==> config.mk <==
export PLATFORM = sky130hd
export DESIGN_NAME = restoring_divider
export DESIGN_NICKNAME = d
export VERILOG_FILES = /design/src/rtl/restoring_divider_pkg.sv /design/src/rtl/divider_controller.sv /design/src/rtl/divider_datapath.sv /design/src/rtl/restoring_divider.sv
export SDC_FILE = /design/constraint.sdc
export NUM_CORES = 1
export LEC_CHECK = 0
export ABC_AREA = 1
export CORE_MARGIN = 5
export CORE_UTILIZATION = 63
export DETAILED_ROUTE_END_ITERATION = 16
export DONT_BUFFER_PORTS = 1
export GPL_TIMING_DRIVEN = 0
export PLACE_DENSITY = 0.85
export SLEW_MARGIN = 5
export SYNTH_ARGS = -nofsm -noshare
export SYNTH_HDL_FRONTEND = slang
export SYNTH_SLANG_ARGS = --single-unit
==> constraint.sdc <==
create_clock -name clk -period 2.3 [get_ports clk]
set_input_delay 0.23 -clock clk [delete_from_list [all_inputs] [get_ports clk]]
set_output_delay 0.23 -clock clk [all_outputs]
set_load 0.02 [all_outputs]
==> src/rtl/restoring_divider_pkg.sv <==
// Shared definitions for the restoring divider: FSM encoding, default operand
// width and the iteration-counter sizing helper.
package restoring_divider_pkg;

  localparam int DEFAULT_WIDTH = 5;

  function automatic int cntWidth(input int w);
    return $clog2(w + 1);
  endfunction

  localparam int CNT_W = cntWidth(DEFAULT_WIDTH);

  typedef enum logic [2:0] {
    IDLE,
    LOAD_HI,
    LOAD_LO,
    CHECK,
    ITER,
    OUT_Q,
    OUT_R
  } state_t;

endpackage

==> src/rtl/divider_controller.sv <==
// Sequencing FSM and iteration counter; emits datapath strobes and the
// registered done/busy handshake.
module divider_controller
  import restoring_divider_pkg::*;
#(
  parameter int WIDTH = DEFAULT_WIDTH
) (
  input  logic clk,
  input  logic rst,
  input  logic i_start,
  input  logic i_skip,
  output logic o_loadD,
  output logic o_loadH,
  output logic o_loadL,
  output logic o_check,
  output logic o_shift,
  output logic o_outQ,
  output logic o_outR,
  output logic o_done,
  output logic o_busy
);

  localparam int CW = cntWidth(WIDTH);

  state_t        r_state;
  logic [CW-1:0] r_count;
  logic          r_done;
  logic          r_busy;
  logic          w_last;

  always_comb begin
    w_last  = (r_count == CW'(WIDTH - 1));
    o_loadD = (r_state == IDLE) && i_start;
    o_loadH = (r_state == LOAD_HI);
    o_loadL = (r_state == LOAD_LO);
    o_check = (r_state == CHECK);
    o_shift = (r_state == ITER);
    o_outQ  = ((r_state == CHECK) && i_skip) || ((r_state == ITER) && w_last);
    o_outR  = (r_state == OUT_Q);
  end

  always_ff @(posedge clk or negedge rst) begin
    if (!rst) begin
      r_state <= IDLE;
      r_count <= '0;
      r_done  <= 1'b0;
      r_busy  <= 1'b0;
    end else begin
      r_done <= o_outQ;
      case (r_state)
        IDLE: begin
          if (i_start) begin
            r_state <= LOAD_HI;
            r_busy  <= 1'b1;
          end
        end
        LOAD_HI: r_state <= LOAD_LO;
        LOAD_LO: r_state <= CHECK;
        CHECK: begin
          r_count <= '0;
          r_state <= i_skip ? OUT_Q : ITER;
        end
        ITER: begin
          if (w_last) begin
            r_state <= OUT_Q;
          end else begin
            r_count <= r_count + 1'b1;
          end
        end
        OUT_Q: r_state <= OUT_R;
        OUT_R: begin
          r_state <= IDLE;
          r_busy  <= 1'b0;
        end
        default: r_state <= IDLE;
      endcase
    end
  end

  assign o_done = r_done;
  assign o_busy = r_busy;

endmodule

==> src/rtl/divider_datapath.sv <==
// Operand registers, one-bit-per-cycle restoring step, status flags and the
// registered word-serial output mux.
module divider_datapath
  import restoring_divider_pkg::*;
#(
  parameter int WIDTH = DEFAULT_WIDTH
) (
  input  logic             clk,
  input  logic             rst,
  input  logic [WIDTH-1:0] i_data,
  input  logic             i_loadD,
  input  logic             i_loadH,
  input  logic             i_loadL,
  input  logic             i_check,
  input  logic             i_shift,
  input  logic             i_outQ,
  input  logic             i_outR,
  output logic             o_skip,
  output logic [WIDTH-1:0] o_dataOut,
  output logic             o_ovf,
  output logic             o_dvz
);

  logic [WIDTH-1:0] r_divisor;
  logic [WIDTH:0]   r_rem;
  logic [WIDTH-1:0] r_quo;
  logic [WIDTH-1:0] r_dataOut;
  logic             r_ovf;
  logic             r_dvz;

  logic [WIDTH:0]   w_remShift;
  logic [WIDTH+1:0] w_trial;
  logic [WIDTH:0]   w_remNext;
  logic [WIDTH-1:0] w_quoNext;
  logic             w_divZero;
  logic             w_overflow;

  // The remainder register already holds {0,H} once the high word is loaded,
  // so its low word doubles as H for the overflow test and the skip-path remainder.
  always_comb begin
    w_divZero  = (r_divisor == '0);
    w_overflow = !w_divZero && (r_rem[WIDTH-1:0] >= r_divisor);
    o_skip     = w_divZero || w_overflow;
    w_remShift = {r_rem[WIDTH-1:0], r_quo[WIDTH-1]};
    w_trial    = {1'b0, w_remShift} - {2'b00, r_divisor};
    w_remNext  = r_rem;
    w_quoNext  = r_quo;
    if (i_loadH) begin
      w_remNext = {1'b0, i_data};
    end
    if (i_loadL) begin
      w_quoNext = i_data;
    end
    if (i_check && o_skip) begin
      w_quoNext = '1;
    end
    if (i_shift) begin
      if (!w_trial[WIDTH+1]) begin
        w_remNext = w_trial[WIDTH:0];
        w_quoNext = {r_quo[WIDTH-2:0], 1'b1};
      end else begin
        w_remNext = w_remShift;
        w_quoNext = {r_quo[WIDTH-2:0], 1'b0};
      end
    end
  end

  always_ff @(posedge clk or negedge rst) begin
    if (!rst) begin
      r_divisor <= '0;
      r_rem     <= '0;
      r_quo     <= '0;
      r_dataOut <= '0;
      r_ovf     <= 1'b0;
      r_dvz     <= 1'b0;
    end else begin
      r_rem <= w_remNext;
      r_quo <= w_quoNext;
      if (i_loadD) begin
        r_divisor <= i_data;
        r_ovf     <= 1'b0;
        r_dvz     <= 1'b0;
      end else if (i_check) begin
        r_dvz <= w_divZero;
        r_ovf <= w_overflow;
      end
      // Quotient is taken from the value being written this edge so it lines up with done.
      if (i_outQ) begin
        r_dataOut <= w_quoNext;
      end else if (i_outR) begin
        r_dataOut <= r_rem[WIDTH-1:0];
      end else begin
        r_dataOut <= '0;
      end
    end
  end

  assign o_dataOut = r_dataOut;
  assign o_ovf     = r_ovf;
  assign o_dvz     = r_dvz;

endmodule

==> src/rtl/restoring_divider.sv <==
// Word-serial unsigned restoring divider: D, H, L in; quotient then remainder out.
module restoring_divider
  import restoring_divider_pkg::*;
#(
  parameter int WIDTH = DEFAULT_WIDTH
) (
  input  logic             clk,
  input  logic             rst,
  input  logic             start,
  input  logic [WIDTH-1:0] data_in,
  output logic [WIDTH-1:0] data_out,
  output logic             done,
  output logic             busy,
  output logic             ovf,
  output logic             dvz
);

  logic w_loadD;
  logic w_loadH;
  logic w_loadL;
  logic w_check;
  logic w_shift;
  logic w_outQ;
  logic w_outR;
  logic w_skip;

  divider_controller #(.WIDTH(WIDTH)) u_ctrl (
    .clk     (clk),
    .rst     (rst),
    .i_start (start),
    .i_skip  (w_skip),
    .o_loadD (w_loadD),
    .o_loadH (w_loadH),
    .o_loadL (w_loadL),
    .o_check (w_check),
    .o_shift (w_shift),
    .o_outQ  (w_outQ),
    .o_outR  (w_outR),
    .o_done  (done),
    .o_busy  (busy)
  );

  divider_datapath #(.WIDTH(WIDTH)) u_dp (
    .clk       (clk),
    .rst       (rst),
    .i_data    (data_in),
    .i_loadD   (w_loadD),
    .i_loadH   (w_loadH),
    .i_loadL   (w_loadL),
    .i_check   (w_check),
    .i_shift   (w_shift),
    .i_outQ    (w_outQ),
    .i_outR    (w_outR),
    .o_skip    (w_skip),
    .o_dataOut (data_out),
    .o_ovf     (ovf),
    .o_dvz     (dvz)
  );

endmodule

* Yosys cells after proc, flatten, opt, wreduce, memory -nomap -nowiden
Cells that the tools add are included.
Word-level totals: bits in registers 30, input port bits 8, logic and storage cells 60
Operators by class: add/sub/neg operators 2, $lt $le $gt $ge 1, equality and inequality tests 10, mux-type cells 21, reductions and logical operators 16
Operators by type and width (count):
- 2-to-1 mux 5 bit | 8
- case mux 3 bit (6 select lines) | 1
- == test 3 bit (second input constant) | 4
- 2-to-1 mux 3 bit | 3
- nonzero test 2 bit | 4
- 2-to-1 mux 1 bit | 7
- subtractor 6 x 5 -> 7 bit | 1
- == test 3 x 2 -> 1 bit (second input constant) | 2
- inequality test 2 bit (second input constant) | 3
- case mux 3 bit (2 select lines) | 1
- AND reduction 2 bit | 3
- greater-or-equal comparator 5 bit | 1
- zero test 5 bit | 1
- logical AND 1 bit | 4
- adder 3 x 1 -> 3 bit (second input constant) | 1
- == test 3 x 1 -> 1 bit (second input constant) | 1
- zero test 3 bit | 1
- logical OR 1 bit | 2
- case mux 1 bit (2 select lines) | 1
- zero test 1 bit | 1

* Logic depth before layout (Yosys ltp)
Gate-level depths: netlist of run 1.
depth after elaboration 8, depth in mapped cells 11, mapped depth without buffers 11

* Modules after synthesis
A second synthesis of run 1 with hierarchy kept.
Unflattened totals: cells, all modules 246, area total of the unflattened synthesis 1898.1 um^2
By module, submodules not included:
- divider_datapath | times used 1, cells an instance 190, area an instance 1450.1 um^2, seq. area each 550.5 um^2
- divider_controller | times used 1, cells an instance 56, area an instance 447.9 um^2, seq. area each 200.2 um^2

* Worst setup path before layout of run 1
Ideal clock, no wire load.
kind flip-flop to flip-flop, start point reg u_dp.r_divisor[0], end point reg u_dp.r_rem[3], arrival 1.554 ns, data required time 2.183 ns, path slack 0.629 ns, cell stages (with the launch flop) 11, buffers on the path 0, clock period less this slack 1.671 ns, cell sequence dfrtp_1 > ha_1 > fa_1 > inv_1 > nand3_1 > nand3_1 > inv_1 > nand3_1 > nand2_1 > nand2_1 > nand2_1
On the way: longest elaborated chain between the ends 3
RTL lines:
- from (decl) | line divider_datapath.sv:24 | logic [WIDTH-1:0] r_divisor;
- from (signal assigned) | line divider_datapath.sv:80 | r_divisor <= i_data;
- subtractor 6 x 5 -> 7 bit | line divider_datapath.sv:45 | w_trial = {1'b0, w_remShift} - {2'b00, r_divisor};
- 2-to-1 mux 5 bit | line divider_datapath.sv:58 | if (!w_trial[WIDTH+1]) begin
- 2-to-1 mux 5 bit | line divider_datapath.sv:57 | if (i_shift) begin
- to (signal assigned) | line divider_datapath.sv:77 | r_rem <= w_remNext;
- to (decl) | line divider_datapath.sv:25 | logic [WIDTH:0] r_rem;
Every way passes these cells. A chain may end at the register's enable or synchronous reset.

* Worst setup path in the final report of run 1
start point reg u_dp.r_quo[4], end point reg u_dp.r_rem[2]
On the way: longest elaborated chain between the ends 3
RTL lines:
- from (decl) | line divider_datapath.sv:26 | logic [WIDTH-1:0] r_quo;
- from (signal assigned) | line divider_datapath.sv:78 | r_quo <= w_quoNext;
- subtractor 6 x 5 -> 7 bit | line divider_datapath.sv:45
- 2-to-1 mux 5 bit | line divider_datapath.sv:58
- 2-to-1 mux 5 bit | line divider_datapath.sv:57
Every way passes these cells.

==> impl_metrics.py, run 1 <==
metrics = {
    "die": {
        "die_y_um": 64.6,
        "core_mm2": 0.00281,
        "fp.dieW_um": 64.6,
        "ios": 17,
        "dieArea_mm2": 0.00417,
        "core.rowCount": 19,
        "start_util": 0.669,
    },
    "yosys": {
        "synth_top_area_share": 0.400,
        "syn_nets": 258,
        "avgSynthCellArea_um2": 7.92,
        "synth_adder_area_share": 0.0906,
        "synth_area_mm2": 0.00188,
        "synthMuxAreaShare": 0.00600,
        "synth.distinct_cells": 28,
        "yosysTopAreaCell": "dfrtp_1",
        "yosys_warnings": 0,
        "synthTopCellsByArea": "dfrtp_1, nand2_1, ha_1",
        "synth_compound_area_frac": 0.0660,
        "syn-instance-count": 237,
        "yosysSeqAreaShare": 0.400,
        "synth_top_family_by_area": "simple AND/OR/NAND/NOR gates",
        "synth_xor_area_frac": 0.00466,
        "synthSimpleGateAreaFrac": 0.341,
        "ys_ff_latch": 30,
    },
    "hold_path": {
        "min-delay-start": "data_in[4]",
        "min_path_type": "in2reg",
    },
    "global_route": {
        "grtUsageTotal": 0.208,
        "grt_pass1_wl_um": 6750,
        "grt_pass1_vias": 1500,
        "grt_max_degree": 31,
        "grt_antenna_before_repair": 0,
        "grt-ovfl-total": 0,
    },
    "worst_setup_path": {
        "crit_slowest_cell": "fa_1",
        "path_class": "reg2reg",
        "regToRegStartpoint": "u_dp.r_quo[4]",
        "critPathCaptureType": "register",
        "startpoint": "u_dp.r_quo[4]",
        "path_buf_inv": 4,
        "crit_chain": "inv_1, ha_1, fa_1, inv_1, nand3_1, nand3_1, inv_1, nand2_1, nand3_1, nand2_1, inv_1",
        "path_max_fanout": 4,
        "critical_path.most_common_cell": "inv_1",
        "worstSetupStartpointType": "register",
        "crit_required_ns": 2.53,
        "arrival_ns": 2.13,
        "crit_path_max_incr_delay_ns": 0.41,
        "critPathTopFamily": "adder cells",
    },
    "timing": {
        "layout_min_cycle_time_ns": 1.90,
        "finalHoldViolCount": 0,
        "slew_viol_final": 0,
        "finalSetupViolations": 0,
        "setup_tns_ns": 0,
        "period_share": 0.825,
        "slew_headroom": 0.808,
        "worst_slew_pin_slew_ns": 0.288,
        "finClkSkew_ns": 0.00535,
        "fmax_mhz": 527,
        "rsz0062_at_grt": "no",
    },
    "clocking": {
        "h-tree-depth": 2,
        "cts.sinks": 30,
        "cts.clk_slew.worst_paths_ns": 0.10,
        "worstSkewPairLatency_ns": 0.33,
        "numCtsBuffers": 5,
        "root_buffer": "clkbuf_4",
        "cts_tree": "yes",
        "clockBufferDepth": 2,
    },
    "cells_and_area": {
        "drive_gt1_frac": 0.121,
        "syn_to_final_growth_pct": 7.06,
        "post-route-util": 0.717,
        "antenna_cells": 0,
        "nNetsFinal": 267,
        "final_area_mm2": 0.00201,
    },
    "drt": {
        "drt_wl_total_um": 3820,
        "antenna_left": 0,
        "wl_met1_um": 1800,
        "drcViolationCount": 0,
        "top_layer": "met4",
        "firstDrtPassIters": 5,
        "first_iter_violations": 79,
        "wire_per_inst_um": 13.8,
        "vias_per_cell": 5.60,
        "dr_wl_met2_um": 1670,
        "wl_met3_um": 309,
        "via_count": 1557,
    },
    "power_and_ir_drop": {
        "cell_internal_pwr_mw": 1.54,
        "clkPwrFrac": 0.110,
        "p_leak_nw": 1.11,
        "p_per_area_mw_per_mm2": 1500,
        "seq_power_share": 0.340,
        "p_switching_mw": 1.48,
        "vdd_drop_max_mv": 0.739,
        "switching_share": 0.491,
        "p_total_mw": 3.02,
        "p_comb_frac": 0.551,
    },
    "place": {
        "hpwlAfterDp_um": 2910,
        "dpl_cell_area_mm2": 0.00192,
        "routabilityCongestion": 0.921,
        "port_buffers": 0,
    },
    "run": {
        "maxCapViolations": 0,
    },
    "outcome": {
        "status": "complete, no violations",
    },
}
cells in the mapped netlist, drive strengths merged:
cell / instances
mux2: 1
ha: 12
inv: 34
nand4: 7
nor2: 23
nand3b: 3
xnor2: 1
a21oi: 10
nand3: 29
buf: 4
o22ai: 1
o211ai: 1
or2: 4
fa: 1
nand2: 64
o21ai: 12
dfrtp: 30
final timing paths:
path,to,slack [ns],cells past startpoint
min,u_dp.r_divisor[4],0.05,2
min reg2reg,u_dp.r_divisor[3],0.51,2
max reg2reg,u_dp.r_rem[2],0.40,11
max in group asynchronous,u_dp.r_divisor[2],1.81,2
min in group asynchronous,u_dp.r_rem[0],0.33,2
max,u_dp.r_rem[2],0.40,11
logic make-up after synthesis:
family	count (synthesis)
adders and majority gates	13
muxes	1
DFF	30
buffers and inverters	38
AOI/OAI and AO/OA	24
and+or+nand+nor	130
xor gates and xnor gates	1
repair_timing:
| item | CTS | global route |
|---|---|---|
| setup buffers | 0 | 0 |
| endpoints found under the hold margin | 30 | 0 |
| gates resized for setup | 0 | 0 |
| hold buffers | 2 | 0 |
per-stage QoR:
stage | hold WS (ns) | cells | setup WS [ns]
2_1_floorplan | -0.0656 | 237 | 0.629
5_1_grt | 0.0589 | 278 | 0.269
4_1_cts | 0.0506 | 278 | 0.419
3_3_place_gp | -0.0646 | 268 | 0.464
3_5_place_dp | -0.0644 | 268 | 0.438
6_report | 0.0528 | 278 | 0.402
final cells by class:
| class | count | area (um^2) |
|---|---|---|
| Fill cell | 225 | 795 |
| Timing Repair Buffer | 2 | 30.0 |
| Clock inverter | 2 | 12.5 |
| Clock buffer | 6 | 51.3 |
| Multi-Input combinational cell | 169 | 955 |
| Buffer | 4 | 42.5 |
| Inverter | 34 | 130 |
| Tap cell | 31 | 38.8 |
| Sequential cell | 30 | 751 |
cells in the final DEF (no fill, tap or decap), drive strengths merged:
cell	n
clkinv	1
inv	34
mux2	1
a21oi	10
o21ai	12
nand2	64
nor2	23
dlygate4sd3	1
dfrtp	30
buf	5
clkinvlp	1
nand3b	3
o211ai	1
or2	4
clkbuf	6
o22ai	1
xnor2	1
nand4	7
ha	12
fa	1
nand3	29
metal layers:
metal / vias up / global-route usage
met5: - / 0
met4: 0 / 0.0475
met3: 5 / 0.0535
met2: 46 / 0.320
met1: 719 / 0.296
li1: 787 / -
power by group through the flow:
stage	Combinational [mW]	Clock, mW	Sequential, mW
2_1_floorplan	1.35	0	0.978
3_3_place_gp	1.57	0	1.03
3_5_place_dp	1.64	0	1.04
4_1_cts	1.66	0.334	1.03
5_1_grt	1.94	0.368	1.06
6_report	1.66	0.332	1.03
state kept, by name (all words and copies together), names as in the netlist:
| name | cells |
|---|---|
| u_dp.o_dvz | 1 |
| u_dp.r_quo | 5 |
| u_dp.r_rem | 5 |
| u_dp.o_dataOut | 5 |
| u_ctrl.o_busy | 1 |
| u_ctrl.r_count | 3 |
| u_ctrl.r_state | 3 |
| u_dp.o_ovf | 1 |
| u_dp.r_divisor | 5 |
| u_ctrl.o_done | 1 |
Note: power is estimated with default switching activity, not from simulation.
==> run 2, diff against run 1 <==
- clock period: 2.3 -> 1.9 ns (I/O delays scaled with it)
==> run 2 against run 1 <==
Final cell count is 0.36% higher; via count up 0.51%; largest power group unchanged; highest routed layer unchanged; setup slack got worse by 0.27 ns; final area is 0.75% higher.
==> impl_metrics.py, run 2 (synthesis results as in run 1) <==
metrics = {
    "cells_and_area": {
        "nNetsFinal": 268,
        "multi_input_area_um2": 962,
        "syn_to_final_growth_pct": 7.86,
        "drive_gt1_frac": 0.133,
        "final_area_mm2": 0.00203,
        "nFillCells": 221,
        "final_common_cell": "nand2_1",
        "final_cells": 279,
        "final-seq-area_um2": 751,
        "antenna_cells": 0,
        "layout_common_cells": "nand2_1, inv_1, dfrtp_1",
    },
    "place": {
        "hpwlAfterDp_um": 2910,
        "dpl_cell_area_mm2": 0.00192,
        "placedCellCount": 268,
        "port_buffers": 0,
        "routabilityCongestion": 0.921,
    },
    "die": {
        "fp.dieW_um": 64.6,
        "ios": 17,
        "core_mm2": 0.00281,
        "die_y_um": 64.6,
        "dieArea_mm2": 0.00417,
        "core.rowCount": 19,
        "start_util": 0.669,
    },
    "clocking": {
        "h-tree-depth": 2,
        "numCtsBuffers": 5,
        "cts.sinks": 30,
        "cts.clk_slew.worst_paths_ns": 0.09,
        "cts_tree": "yes",
        "worstSkewPairLatency_ns": 0.33,
        "clockBufferDepth": 2,
        "root_buffer": "clkbuf_4",
    },
    "timing": {
        "finalSetupViolations": 0,
        "layout_min_cycle_time_ns": 1.77,
        "slew_viol_final": 0,
        "setup_tns_ns": 0,
        "worst_slew_pin_slew_ns": 0.287,
        "fmax_mhz": 565,
        "period_share": 0.932,
        "rsz0062_at_grt": "no",
        "finalHoldViolCount": 0,
        "finClkSkew_ns": 0.00554,
        "slew_headroom": 0.809,
    },
    "drt": {
        "drt_wl_total_um": 3810,
        "wire_per_inst_um": 13.7,
        "antenna_left": 0,
        "first_iter_violations": 93,
        "via_count": 1565,
        "vias_per_cell": 5.61,
        "firstDrtPassIters": 4,
        "drcViolationCount": 0,
    },
    "global_route": {
        "grt_max_degree": 31,
        "grt_pass1_wl_um": 6750,
        "grt-ovfl-total": 0,
        "grt_antenna_before_repair": 0,
        "grtUsageTotal": 0.208,
        "grt_pass1_vias": 1500,
    },
    "worst_setup_path": {
        "worstSetupStartpointType": "register",
        "crit_chain": "inv_1, ha_1, fa_2, inv_1, nand3_1, nand3_2, inv_1, nand2_1, nand3_1, nand2_1, inv_1",
        "critical_path.most_common_cell": "inv_1",
        "path_class": "reg2reg",
        "crit_slowest_cell": "dfrtp_1",
        "crit_path_max_incr_delay_ns": 0.38,
        "arrival_ns": 2.00,
        "crit_required_ns": 2.13,
        "critPathCaptureType": "register",
        "path_max_fanout": 4,
    },
    "power_and_ir_drop": {
        "cell_internal_pwr_mw": 1.89,
        "p_per_area_mw_per_mm2": 1820,
        "switching_share": 0.488,
        "clkPwrFrac": 0.108,
        "p_comb_frac": 0.555,
        "p_leak_nw": 1.12,
        "seq_power_share": 0.337,
        "vdd_drop_max_mv": 0.894,
        "p_switching_mw": 1.80,
    },
    "hold_path": {
        "min_path_type": "in2reg",
    },
    "run": {
        "maxCapViolations": 0,
    },
    "outcome": {
        "status": "complete, no violations",
    },
}
## run 2: final cells by class
| type | instances | area share |
|---|---|---|
| Inverter | 34 | 0.0642 |
| Clock buffer | 6 | 0.0253 |
| Sequential cell | 30 | 0.371 |
| Clock inverter | 2 | 0.00618 |
| Tap cell | 31 | 0.0191 |
| Buffer | 4 | 0.0210 |
| Multi-Input combinational cell | 169 | 0.475 |
| Timing Repair Buffer | 3 | 0.0185 |
## run 2: path summary, 6_finish.rpt
check | from | to | slack [ns] | cells past startpoint
min | data_in[4] | u_dp.r_divisor[4] | 0.02 | 2
max reg2reg | u_dp.r_quo[4] | u_dp.r_rem[2] | 0.13 | 11
min reg2reg | u_dp.r_divisor[3] | u_dp.r_divisor[3] | 0.51 | 2
max | u_dp.r_quo[4] | u_dp.r_rem[2] | 0.13 | 11
min in group asynchronous | rst | u_dp.r_rem[0] | 0.29 | 2
max in group asynchronous | rst | u_dp.r_rem[2] | 1.44 | 2
## run 2: critical path, delay by kind of cell (launching register included)
kind | cells | cell delay (ns)
simple gates | 5 | 0.45
buf+inv | 4 | 0.27
fa+ha+maj | 2 | 0.58
flops | 1 | 0.38
## run 2: what timing repair did
action                                  4_1_cts  5_1_grt
gates resized for setup                       0        2
hold buffers                                  2        0
setup buffers                                 0        1
hold endpoints to repair                     30        0
endpoints found under the setup margin        0        5
## run 2: metrics by stage
step / util / hold WS, ns / total power, mW / setup slack, ns
floorplan: - / -0.106 / 2.82 / 0.229
global placement: 0.683 / -0.105 / 3.15 / 0.0643
detailed placement: 0.683 / -0.104 / 3.24 / 0.0378
CTS: 0.717 / 0.0106 / 3.66 / 0.0193
global route: 0.722 / 0.0189 / 4.11 / 0.00644
finish: 0.722 / 0.0152 / 3.69 / 0.129
## run 2: power by group through the flow
stage / Sequential (mW) / Combinational (mW) / Clock (mW)
finish: 1.24 / 2.05 / 0.400
global route: 1.28 / 2.38 / 0.445
CTS: 1.24 / 2.01 / 0.405
detailed placement: 1.26 / 1.98 / 0
global placement: 1.25 / 1.90 / 0
floorplan: 1.18 / 1.64 / 0
## run 2: layer usage
layer / part of all wire / wire, um / vias to the layer above / GRT usage
met2: 0.44 / 1670 / 42 / 0.320
li1: - / - / 791 / -
met4: 0.013 / 51 / 0 / 0.0475
met3: 0.081 / 307 / 8 / 0.0535
met5: 0 / 0 / - / 0
met1: 0.47 / 1780 / 724 / 0.296
